===== config.mk =====
export PLATFORM = sky130hd
export DESIGN_NAME = ual_ctrl_seq
export DESIGN_NICKNAME = d
export VERILOG_FILES = /design/src/rtl/ual_ctrl_pkg.sv /design/src/rtl/ual_ctrl_memif.sv /design/src/rtl/ual_ctrl_seq.sv
export SDC_FILE = /design/constraint.sdc
export NUM_CORES = 1
export LEC_CHECK = 0
export CAP_MARGIN = 15
export CELL_PAD_IN_SITES_DETAIL_PLACEMENT = 2
export CELL_PAD_IN_SITES_GLOBAL_PLACEMENT = 2
export CORE_ASPECT_RATIO = 2
export CORE_MARGIN = 3
export CORE_UTILIZATION = 32
export DETAILED_ROUTE_END_ITERATION = 12
export MAX_ROUTING_LAYER = met4
export PLACE_DENSITY = 0.88
export SLEW_MARGIN = 20
export SYNTH_ARGS = -nofsm -noshare
export SYNTH_HDL_FRONTEND = slang
export SYNTH_HIERARCHICAL = 1
export SYNTH_SLANG_ARGS = --single-unit

===== constraint.sdc =====
create_clock -name clk -period 2.6 [get_ports clk]
set_input_delay 0.65 -clock clk [delete_from_list [all_inputs] [get_ports clk]]
set_output_delay 0.65 -clock clk [all_outputs]
set_load 0.005 [all_outputs]

===== src/rtl/ual_ctrl_pkg.sv =====
// Shared opcodes, UAL select constants and sequencer state encoding for the UAL control core.
package ual_ctrl_pkg;

    localparam logic [2:0] OP_NOR = 3'b000;
    localparam logic [2:0] OP_NOP = 3'b001;
    localparam logic [2:0] OP_ADD = 3'b010;
    localparam logic [2:0] OP_SUB = 3'b011;
    localparam logic [2:0] OP_LDA = 3'b100;
    localparam logic [2:0] OP_STA = 3'b101;
    localparam logic [2:0] OP_JCC = 3'b110;
    localparam logic [2:0] OP_JMP = 3'b111;

    // UAL neutral select: result 0, carry 0
    localparam logic [2:0] SEL_IDLE = 3'b001;

    typedef enum logic [2:0] {
        FETCH  = 3'd0,
        DECODE = 3'd1,
        OPRD   = 3'd2,
        EXEC   = 3'd3,
        WRITE  = 3'd4,
        HALTED = 3'd5
    } state_t;

    function automatic logic is_mem_state(input state_t s);
        return (s == FETCH) || (s == OPRD) || (s == WRITE);
    endfunction

endpackage


===== src/rtl/ual_ctrl_memif.sv =====
// Memory request holder: registers req/we/addr/wdata on start and keeps them stable until ack.
module ual_ctrl_memif
    import ual_ctrl_pkg::*;
#(
    parameter int ADDR_W = 13
) (
    input  logic              clk,
    input  logic              rst_n,
    input  logic              start_i,
    input  logic              we_i,
    input  logic [ADDR_W-1:0] addr_i,
    input  logic [15:0]       wdata_i,
    input  logic              ack_i,
    output logic              req_o,
    output logic              we_o,
    output logic [ADDR_W-1:0] addr_o,
    output logic [15:0]       wdata_o,
    output logic              done_o
);

    logic              req_q, req_d;
    logic              we_q, we_d;
    logic [ADDR_W-1:0] addr_q, addr_d;
    logic [15:0]       wdata_q, wdata_d;

    assign done_o = req_q & ack_i;

    // A start in the same cycle as done chains straight into the next transfer.
    always_comb begin
        req_d   = req_q;
        we_d    = we_q;
        addr_d  = addr_q;
        wdata_d = wdata_q;
        if (start_i) begin
            req_d   = 1'b1;
            we_d    = we_i;
            addr_d  = addr_i;
            wdata_d = wdata_i;
        end else if (done_o) begin
            req_d = 1'b0;
            we_d  = 1'b0;
        end
    end

    always_ff @(posedge clk or negedge rst_n) begin
        if (!rst_n) begin
            req_q   <= 1'b0;
            we_q    <= 1'b0;
            addr_q  <= '0;
            wdata_q <= '0;
        end else begin
            req_q   <= req_d;
            we_q    <= we_d;
            addr_q  <= addr_d;
            wdata_q <= wdata_d;
        end
    end

    assign req_o   = req_q;
    assign we_o    = we_q;
    assign addr_o  = addr_q;
    assign wdata_o = wdata_q;

endmodule


===== src/rtl/ual_ctrl_seq.sv =====
// Accumulator-CPU control sequencer driving the UAL; owns PC, IR, ACCU, R1 and carry.
// Optional UAL_CTRL_HALT_EN turns op 001 into HALT instead of NOP.
module ual_ctrl_seq
    import ual_ctrl_pkg::*;
#(
    parameter int                ADDR_W   = 13,
    parameter logic [ADDR_W-1:0] PC_RESET = '0
) (
    input  logic              clk,
    input  logic              rst_n,
    output logic              mem_req,
    output logic              mem_we,
    output logic [ADDR_W-1:0] mem_addr,
    output logic [15:0]       mem_wdata,
    input  logic [15:0]       mem_rdata,
    input  logic              mem_ack,
    output logic [2:0]        sel_ual,
    output logic              ual_ce,
    output logic [15:0]       data_r1,
    output logic [15:0]       data_accu,
    input  logic [15:0]       ual_result,
    input  logic              ual_carry,
    output logic              carry_flag,
    output logic              halted
);

    state_t            state_q, state_d;
    logic [ADDR_W-1:0] pc_q, pc_d;
    logic [15:0]       ir_q, ir_d;
    logic [15:0]       accu_q, accu_d;
    logic [15:0]       r1_q, r1_d;
    logic              carry_q, carry_d;

    logic              mem_done;
    logic              mem_start;
    logic              mem_we_n;
    logic [ADDR_W-1:0] mem_addr_n;
    logic [2:0]        op;
    logic [ADDR_W-1:0] op_addr;

    assign op      = ir_q[15:13];
    assign op_addr = ir_q[ADDR_W-1:0];

    always_comb begin
        state_d = state_q;
        pc_d    = pc_q;
        ir_d    = ir_q;
        accu_d  = accu_q;
        r1_d    = r1_q;
        carry_d = carry_q;
        case (state_q)
            FETCH: begin
                if (mem_done) begin
                    ir_d    = mem_rdata;
                    pc_d    = pc_q + 1'b1;
                    state_d = DECODE;
                end
            end
            DECODE: begin
                case (op)
                    OP_NOR, OP_ADD, OP_SUB, OP_LDA: state_d = OPRD;
                    OP_STA: state_d = WRITE;
                    OP_JCC: begin
                        if (!carry_q) pc_d = op_addr;
                        carry_d = 1'b0;
                        state_d = FETCH;
                    end
                    OP_JMP: begin
                        pc_d    = op_addr;
                        state_d = FETCH;
                    end
                    default: begin
`ifdef UAL_CTRL_HALT_EN
                        state_d = HALTED;
`else
                        state_d = FETCH;
`endif
                    end
                endcase
            end
            OPRD: begin
                if (mem_done) begin
                    if (op == OP_LDA) begin
                        accu_d  = mem_rdata;
                        state_d = FETCH;
                    end else begin
                        r1_d    = mem_rdata;
                        state_d = EXEC;
                    end
                end
            end
            EXEC: begin
                accu_d  = ual_result;
                carry_d = (op == OP_ADD || op == OP_SUB) ? ual_carry : 1'b0;
                state_d = FETCH;
            end
            WRITE: begin
                if (mem_done) state_d = FETCH;
            end
            HALTED: state_d = HALTED;
            default: state_d = FETCH;
        endcase

        // Launch a transfer on entry to a memory state so req is high in its first cycle.
        mem_start  = is_mem_state(state_d) && (!mem_req || mem_done);
        mem_we_n   = (state_d == WRITE);
        mem_addr_n = (state_d == FETCH) ? pc_d : op_addr;
    end

    always_ff @(posedge clk or negedge rst_n) begin
        if (!rst_n) begin
            state_q <= FETCH;
            pc_q    <= PC_RESET;
            ir_q    <= '0;
            accu_q  <= '0;
            r1_q    <= '0;
            carry_q <= 1'b0;
        end else begin
            state_q <= state_d;
            pc_q    <= pc_d;
            ir_q    <= ir_d;
            accu_q  <= accu_d;
            r1_q    <= r1_d;
            carry_q <= carry_d;
        end
    end

    ual_ctrl_memif #(.ADDR_W(ADDR_W)) u_memif (
        .clk     (clk),
        .rst_n   (rst_n),
        .start_i (mem_start),
        .we_i    (mem_we_n),
        .addr_i  (mem_addr_n),
        .wdata_i (accu_q),
        .ack_i   (mem_ack),
        .req_o   (mem_req),
        .we_o    (mem_we),
        .addr_o  (mem_addr),
        .wdata_o (mem_wdata),
        .done_o  (mem_done)
    );

    assign sel_ual    = (state_q == EXEC) ? op : SEL_IDLE;
    assign ual_ce     = (state_q == EXEC);
    assign data_r1    = r1_q;
    assign data_accu  = accu_q;
    assign carry_flag = carry_q;
`ifdef UAL_CTRL_HALT_EN
    assign halted     = (state_q == HALTED);
`else
    assign halted     = 1'b0;
`endif

endmodule


**After elaboration in Yosys (flattened, before gate mapping)**

Index checks and enable logic that the tools add are counted.

- $add $sub $neg: 1
- Equal/unequal tests: 16
- Mux-type cells: 21
- Bitwise gates (word level): 2
- Reduce and logical (&&, ||, !) cells: 17

Operators by type and width:

| kind | number |
|---|---|
| case mux 13 bit (2 select lines) | 2 |
| two-way mux 13 bit | 3 |
| two-way mux 16 bit | 2 |
| case mux 16 bit (2 select lines) | 1 |
| equality test 3 bit, second input constant | 7 |
| equality test 3 x 2 -> 1 bit, second input constant | 5 |
| case mux 3 bit (5 select lines) | 1 |
| adder 13 x 1 -> 13 bit, second input constant | 1 |
| two-way mux 3 bit | 4 |
| logical NOT 3 bit | 3 |
| inequality test 2 bit, second input constant | 3 |
| case mux 3 bit (2 select lines) | 1 |
| AND reduction 3 bit | 2 |
| nonzero test 2 bit | 3 |
| two-way mux 1 bit | 5 |
| logical OR 1 bit | 4 |
| AND reduction 2 bit | 2 |
| OR reduction 4 bit | 1 |
| equality test 3 x 1 -> 1 bit, second input constant | 1 |
| two-way mux 2 bit | 1 |
| case mux 1 bit (2 select lines) | 1 |
| AND 1 bit | 1 |
| logical AND 1 bit | 1 |
| logical NOT 1 bit | 1 |
| NOT 1 bit | 1 |

- Register bits after elaboration: 96
- Input bits: 36
- Output and inout port bits: 69
- Logic and storage cells: 67

**Longest topological paths before layout**

Gate-level depths: netlist of run 1.

- Depth after elaboration: 9
- Mapped depth: 9
- Depth with buffers taken out: 7

**Modules after synthesis**

Netlist of run 1, hierarchy kept.

Modules (own cells, without submodules):

| module | instances | cells each | area an instance (um^2) | seq. area each (um^2) |
|---|---|---|---|---|
| ual_ctrl_seq | 1 | 328 | 3,231.8 | 1,626.6 |
| ual_ctrl_memif | 1 | 69 | 1,168.6 | 775.7 |

**Worst setup path after synthesis of run 1**

OpenSTA, ideal clock, no wires.

- Path kind: input to register
- Start point: input mem_ack
- End point: register u_memif.addr_q[8] (netlist: u_memif/addr_o[8])
- Setup time: 0.125 ns
- Arrival time: 2.447 ns
- Required time: 2.475 ns
- Path slack: 0.029 ns
- Cell stages on the path: 7
- Buffers on the path: 1
- Path through: and2_1 or4b_1 buf_2 or4_4 a31oi_1 o2bb2ai_1 mux2_2

- Elaborated cells on any way between the ends: 15
- Those cells by class: eq/ne (2); mux (7); bitwise (1); reduce/logical (5)

RTL lines:

| item | line | text |
|---|---|---|
| start: declaration | ual_ctrl_seq.sv:16 | `input logic mem_ack,` |
| AND 1 bit (*) | ual_ctrl_memif.sv:26 | `assign done_o = req_q & ack_i;` |
| two-way mux 3 bit, on equally long branches | ual_ctrl_seq.sv:98, ual_ctrl_seq.sv:53, ual_ctrl_seq.sv:82 |  |
| case mux 3 bit (5 select lines) | ual_ctrl_seq.sv:51 | `case (state_q)` |
| logical NOT 3 bit | ual_ctrl_seq.sv:107 | `mem_addr_n = (state_d == FETCH) ? pc_d : op_addr;` |
| two-way mux 13 bit (*) | ual_ctrl_seq.sv:107 |  |
| net mem_addr_n[8] | ual_ctrl_seq.sv:37 | `logic [ADDR_W-1:0] mem_addr_n;` |
| end signal: assignment | ual_ctrl_memif.sv:54 | `addr_q <= addr_d;` |
| end: declaration | ual_ctrl_memif.sv:23 | `logic [ADDR_W-1:0] addr_q, addr_d;` |

The timed path passes the listed nets; every way through them passes the cells marked *.
A chain may end at the register's enable or synchronous reset.

**Final worst setup path of run 1**

- Start point: register state_q[2]
- End point: output sel_ual[0]

- Word-level cells in the longest chain between the ends: 2

RTL lines:

| item | line | text |
|---|---|---|
| start: declaration | ual_ctrl_seq.sv:27 | `state_t state_q, state_d;` |
| start signal: assignment | ual_ctrl_seq.sv:119 | `state_q <= state_d;` |
| equality test 3 x 2 -> 1 bit | ual_ctrl_seq.sv:143 | `assign sel_ual = (state_q == EXEC) ? op : SEL_IDLE;` |
| two-way mux 3 bit | ual_ctrl_seq.sv:143 |  |
| end: declaration | ual_ctrl_seq.sv:17 | `output logic [2:0] sel_ual,` |

No other way between the ends.

==> results.json, run 1 <==
{
  "fill_cells": 1322,
  "synth_enable_flop_cells": 0,
  "post-route-util": 0.465,
  "crit_type": "reg2out",
  "fin_crit_sh": 0.987,
  "dp_cells": 668,
  "initial_core_util": 0.327,
  "drive_gt1_frac": 0.241,
  "clock_sinks": 96,
  "drc": 0,
  "reg2reg_depth": 8,
  "core_region_area_um2": 13400,
  "grt_pass1_vias": 4594,
  "numCtsBuffers": 9,
  "drt-wirelength-per-cell_um": 25.8,
  "clock_skew_ps": 10.6,
  "outcome": "complete, no violations",
  "worstSetupStartpointType": "flip-flop",
  "top_layer_used": "met4",
  "path_max_fanout": 5,
  "finalHoldViolCount": 0,
  "final_cells": 690,
  "rows": 60,
  "dp_hpwl_um": 12100,
  "crit_arrival_ps": 1920,
  "worstReg2RegEnd": "u_memif/addr_o[6]",
  "worst_pin_slew_ps": 758,
  "drt_pass1_iterations": 4,
  "clk_latency_ps": 360,
  "setup_tns_ps": 0,
  "synth.avg_cell_area_um2": 11.1,
  "gr-total-overflow": 0,
  "finalSetupViolCount": 0,
  "cts_tree": "yes",
  "power.total_mw": 7.86,
  "met2_length_um": 10200,
  "synth_cell_types": 48,
  "synth_cells": 397,
  "grt_use_total": 0.251,
  "fp.dieH_um": 172,
  "cts_root_buffer": "clkbuf_16",
  "ys_seq_area_frac": 0.546,
  "wl_met1_um": 6180,
  "drtIter0Drc": 228,
  "hold_class": "in2async",
  "io_buffers": 103,
  "p_per_area_nw_per_um2": 1260,
  "wirelength_um": 17800,
  "syn_area_um2": 4400,
  "fin_nets": 567,
  "slew_violations": 0,
  "synth_warnings": 6,
  "die_area_um2": 15300,
  "dpl_cell_area_um2": 5830,
  "maxCapViolCount": 0,
  "grt_pass1_wl_um": 27300,
  "syn_nets": 434,
  "ys_ff_latch": 96,
  "leakage_nw": 2.66,
  "holdBufCountCts": 0,
  "io_pins": 105,
  "wl_met3_um": 582,
  "gp_congestion": 0.908,
  "antenna_found_initial": 0,
  "clk_path_buf_depth": 2,
  "r2r_start": "state_q[2]",
  "slew_headroom": 0.494,
  "cp.required_ps": 1950,
  "path_clk_slew_ps": 80,
  "grt_max_degree": 36,
  "vias": 3881,
  "syn_to_final_growth_pct": 42.0,
  "min_period_ps": 2570,
  "viasPerCell": 5.62,
  "num_antenna_cells": 0,
  "endpoint_kind": "output port",
  "synth_flop_cell": "dfrtp_1",
  "chipWidth_um": 88.9,
  "fmax_mhz": 390,
  "h-tree-depth": 3,
  "fin_area_um2": 6250,
  "rrSetupSlack_ps": 140,
  "ant_nets": 0,
  "vdd_drop_max_uv": 542,
  "synthArstFlopShare": 1.00
}
## synth_stat cells (2+ instances only)
cell,n,share of area
a31oi_1,3,0.0043
a22oi_1,32,0.055
nor2_1,8,0.0068
a22o_1,5,0.010
mux2i_1,4,0.0091
buf_6,4,0.010
nand2b_1,5,0.0071
a21oi_1,8,0.0091
dfrtp_1,96,0.55
nand2_1,67,0.057
mux2_2,48,0.12
inv_1,6,0.0051
nand4b_1,2,0.0040
o21ai_0,23,0.026
a21o_1,8,0.014
or3_1,3,0.0043
nand4_1,5,0.0071
nand3_1,7,0.0080
nor3b_1,2,0.0034
clkbuf_1,15,0.013
nor4_1,3,0.0043
buf_2,6,0.0068
o2bb2ai_1,5,0.010
o211ai_1,4,0.0068
o31ai_1,3,0.0051
and2_1,3,0.0043
## worst max-delay path by stage
stage                from           endpoint  slack [ps]  cells after the start
2_1_floorplan     mem_ack  u_memif/addr_o[8]          30                      7
3_3_place_gp      mem_ack  u_memif/addr_o[5]        -600                      8
3_5_place_dp      mem_ack  u_memif/addr_o[3]        -730                      8
4_1_cts        state_q[0]         sel_ual[0]           2                      4
5_1_grt           mem_ack  u_memif/addr_o[6]         -10                     10
6_report       state_q[2]         sel_ual[0]          30                      3
## power breakdown
group | total (mW) | switching (mW) | internal, mW | leakage [nW]
clock network | 1.40 | 0.641 | 0.763 | 0.146
registers | 2.62 | 0.531 | 2.09 | 1.10
logic | 3.84 | 1.83 | 2.00 | 1.41
## sequential cells by signal (all words and copies together), names as in the netlist
name	cells
data_accu	16
data_r1	16
ir_q	16
u_memif/wdata_o	16
pc_q	13
u_memif/addr_o	13
state_q	3
carry_flag	1
u_memif/req_o	1
u_memif/we_o	1
## kinds of logic after synthesis
logic type / after synthesis / share of synthesized area
simple gates: 116 / 0.129
compound gates: 98 / 0.152
flops: 96 / 0.546
mux: 52 / 0.132
buf+inv: 33 / 0.0375
fa+ha+maj: 1 / 0.00284
other cells: 1 / 0.000852
## metrics by stage
stage                     setup WS, ps  hold slack (ps)
after global placement            -601              485
after CTS                         1.81              258
final                             34.2              251
after detailed placement          -733              498
after floorplan                   28.7              354
after global routing             -14.7              286
## per-layer routing
metal / up-vias / global-route usage
met4: 0 / 0.115
met3: 50 / 0.0470
met1: 2015 / 0.252
met5: - / -
li1: 1703 / -
met2: 113 / 0.455
## critical path: stages (launching register included)
cell,delay [ps]
dfrtp_1,450
nand2b_1,270
or3_1,380
clkdlybuf4s50_1,470
## what timing repair did
action / 4_1_cts / 5_1_grt
cloned: 1 / 0
pin swaps: 2 / 0
gates resized for setup: 14 / 5
endpoints found under the setup margin: 39 / 3
setup buffers: 2 / 3
## placed cells by master (no fill, tap or decap), drive strengths merged, types with 10 or more instances in the layout
cell type / synthesis / final
buf: 12 / 46
clkdlybuf4s50: 0 / 101
dfrtp: 96 / 96
o21ai: 23 / 23
nand2: 67 / 67
clkbuf: 15 / 10
a22oi: 32 / 32
a21oi: 9 / 10
mux2: 48 / 48
## area by class of cell
cell class / instances / area (µm²) / share of cell area
clock buffers: 10 / 229 / 0.0366
clock inverters: 6 / 75.1 / 0.0120
inverters: 6 / 26.3 / 0.00421
multi-input cells: 269 / 1910 / 0.306
flip-flops and latches: 96 / 2400 / 0.385
well taps: 155 / 194 / 0.0310
repair buffers: 148 / 1410 / 0.225
Power figures use the tool's default switching activity.
==> inputs of run 2 (changes only) <==
--- a/config.mk
+++ b/config.mk
@@ -12,8 +12,8 @@
 export CORE_MARGIN = 3
 export CORE_UTILIZATION = 32
 export DETAILED_ROUTE_END_ITERATION = 12
-export MAX_ROUTING_LAYER = met4
 export PLACE_DENSITY = 0.88
+export SKIP_CTS_REPAIR_TIMING = 1
 export SLEW_MARGIN = 20
 export SYNTH_ARGS = -nofsm -noshare
 export SYNTH_HDL_FRONTEND = slang
==> run 2 against run 1 <==
Compared with the run above:
- hold slack worse by 2.3 ps
- power down 0.43%
- sequential power about the same
- setup slack better by 12 ps
- final area up 0.16%
- critical path depth up 1
- wire length down 2.9%
- sequential share of layout area down 0.062 points
- largest cell class unchanged
==> results.json, run 2 (same netlist as run 1, synthesis figures left out) <==
{
  "finalHoldViolCount": 0,
  "fill_cells": 1342,
  "maxCapViolCount": 0,
  "fin_nets": 565,
  "fp.dieH_um": 172,
  "pre_cts_slack_ps": -733,
  "initial_core_util": 0.327,
  "path_max_fanout": 5,
  "crit_type": "reg2out",
  "worstSetupStartpointType": "flip-flop",
  "antenna_found_initial": 0,
  "setup_ws_ps": 46.4,
  "reg2reg_depth": 8,
  "final_cells": 688,
  "viasPerCell": 5.61,
  "grt_pass1_vias": 4518,
  "cp.required_ps": 1950,
  "dp_cells": 668,
  "ant_nets": 0,
  "r2r_start": "state_q[0]",
  "cp_cell_sequence": "nand2b_2 > nor2_4 > and2_1 > clkdlybuf4s50_1",
  "final_cell_mix": "clkdlybuf4s50_1, dfrtp_1, nand2_1",
  "io_buffers": 103,
  "fin_crit_sh": 0.982,
  "leakage_nw": 2.67,
  "drc": 0,
  "drtIter0Drc": 180,
  "drt-wirelength-per-cell_um": 25.1,
  "p_per_area_nw_per_um2": 1250,
  "clock_skew_ps": 10.9,
  "dpl_cell_area_um2": 5830,
  "fmax_mhz": 392,
  "clk_latency_ps": 360,
  "cts_root_buffer": "clkbuf_16",
  "chipWidth_um": 88.9,
  "cts_tree": "yes",
  "num_antenna_cells": 0,
  "h-tree-depth": 3,
  "rrSetupSlack_ps": 100,
  "cp_top_family": "simple AND/OR/NAND/NOR gates",
  "outcome": "complete, no violations",
  "critical_path.max_stage_delay_ps": 510,
  "rows": 60,
  "hold_class": "in2async",
  "vdd_drop_max_uv": 537,
  "wirelength_um": 17300,
  "syn_to_final_growth_pct": 42.2,
  "clock_sinks": 96,
  "clk_path_buf_depth": 2,
  "slew_violations": 0,
  "power.total_mw": 7.83,
  "grt_pass1_wl_um": 26200,
  "worst_pin_slew_ps": 537,
  "io_pins": 105,
  "core_region_area_um2": 13400,
  "worstReg2RegEnd": "u_memif/addr_o[6]",
  "layout_commonest_cell": "clkdlybuf4s50_1",
  "slew_headroom": 0.641,
  "gr-total-overflow": 0,
  "grt_use_total": 0.232,
  "path_clk_slew_ps": 80,
  "vias": 3859,
  "numCtsBuffers": 9,
  "drt_pass1_iterations": 4,
  "grt_max_degree": 36,
  "endpoint_kind": "output port",
  "crit_arrival_ps": 1900,
  "fin_area_um2": 6260,
  "crit_path_top_delay_cell": "clkdlybuf4s50_1",
  "drive_gt1_frac": 0.240,
  "die_area_um2": 15300,
  "gp_congestion": 0.893,
  "finalSetupViolCount": 0,
  "min_period_ps": 2550,
  "path_buf_inv": 1,
  "dp_hpwl_um": 12100
}
==> run 2: cell count changes in the layout (fill, tap and decap cells not counted), sizes merged <==
| cell | before | now |
|---|---|---|
| buf | 46 | 45 |
| dlymetal6s2s | 0 | 1 |
| a21oi | 10 | 9 |
| dlygate4sd2 | 1 | 0 |
==> run 2: worst max-delay path by stage <==
stage / from / to / cells past startpoint
final: state_q[2] / sel_ual[2] / 4
after global routing: state_q[2] / sel_ual[2] / 4
after CTS: mem_ack / u_memif/wdata_o[10] / 8
after detailed placement: mem_ack / u_memif/addr_o[3] / 8
after global placement: mem_ack / u_memif/addr_o[5] / 8
after floorplan: mem_ack / u_memif/addr_o[8] / 7
==> run 2: where the power goes <==
part	total, mW	leakage (nW)	switching (mW)	internal, mW
sequential	2.62	1.10	0.532	2.09
combinational	3.81	1.42	1.78	2.03
clock	1.40	0.146	0.637	0.763
==> run 2: metal layers <==
layer	global-route usage	up-vias	share of wire
met4	0.0974	0	0.039
li1	-	1700	-
met5	0	-	0
met1	0.240	2007	0.34
met3	0.0398	41	0.035
met2	0.442	111	0.58
==> run 2: cell type report <==
type	count	area, µm²	area share
timing repair buffer	147	1420	0.227
sequential	96	2400	0.384
inverter	6	26.3	0.00420
clock inverter	6	75.1	0.0120
tap	155	194	0.0310
clock buffer	10	229	0.0366
multi-input combinational	268	1910	0.305
==> run 2: stage by stage <==
stage	hold slack [ps]	util	setup TNS, ps
floorplan	354	-	0
global placement	485	0.434	-20350
detailed placement	498	0.434	-25190
CTS	258	0.456	-11750
global route	284	0.466	-2.21
finish	249	0.466	0
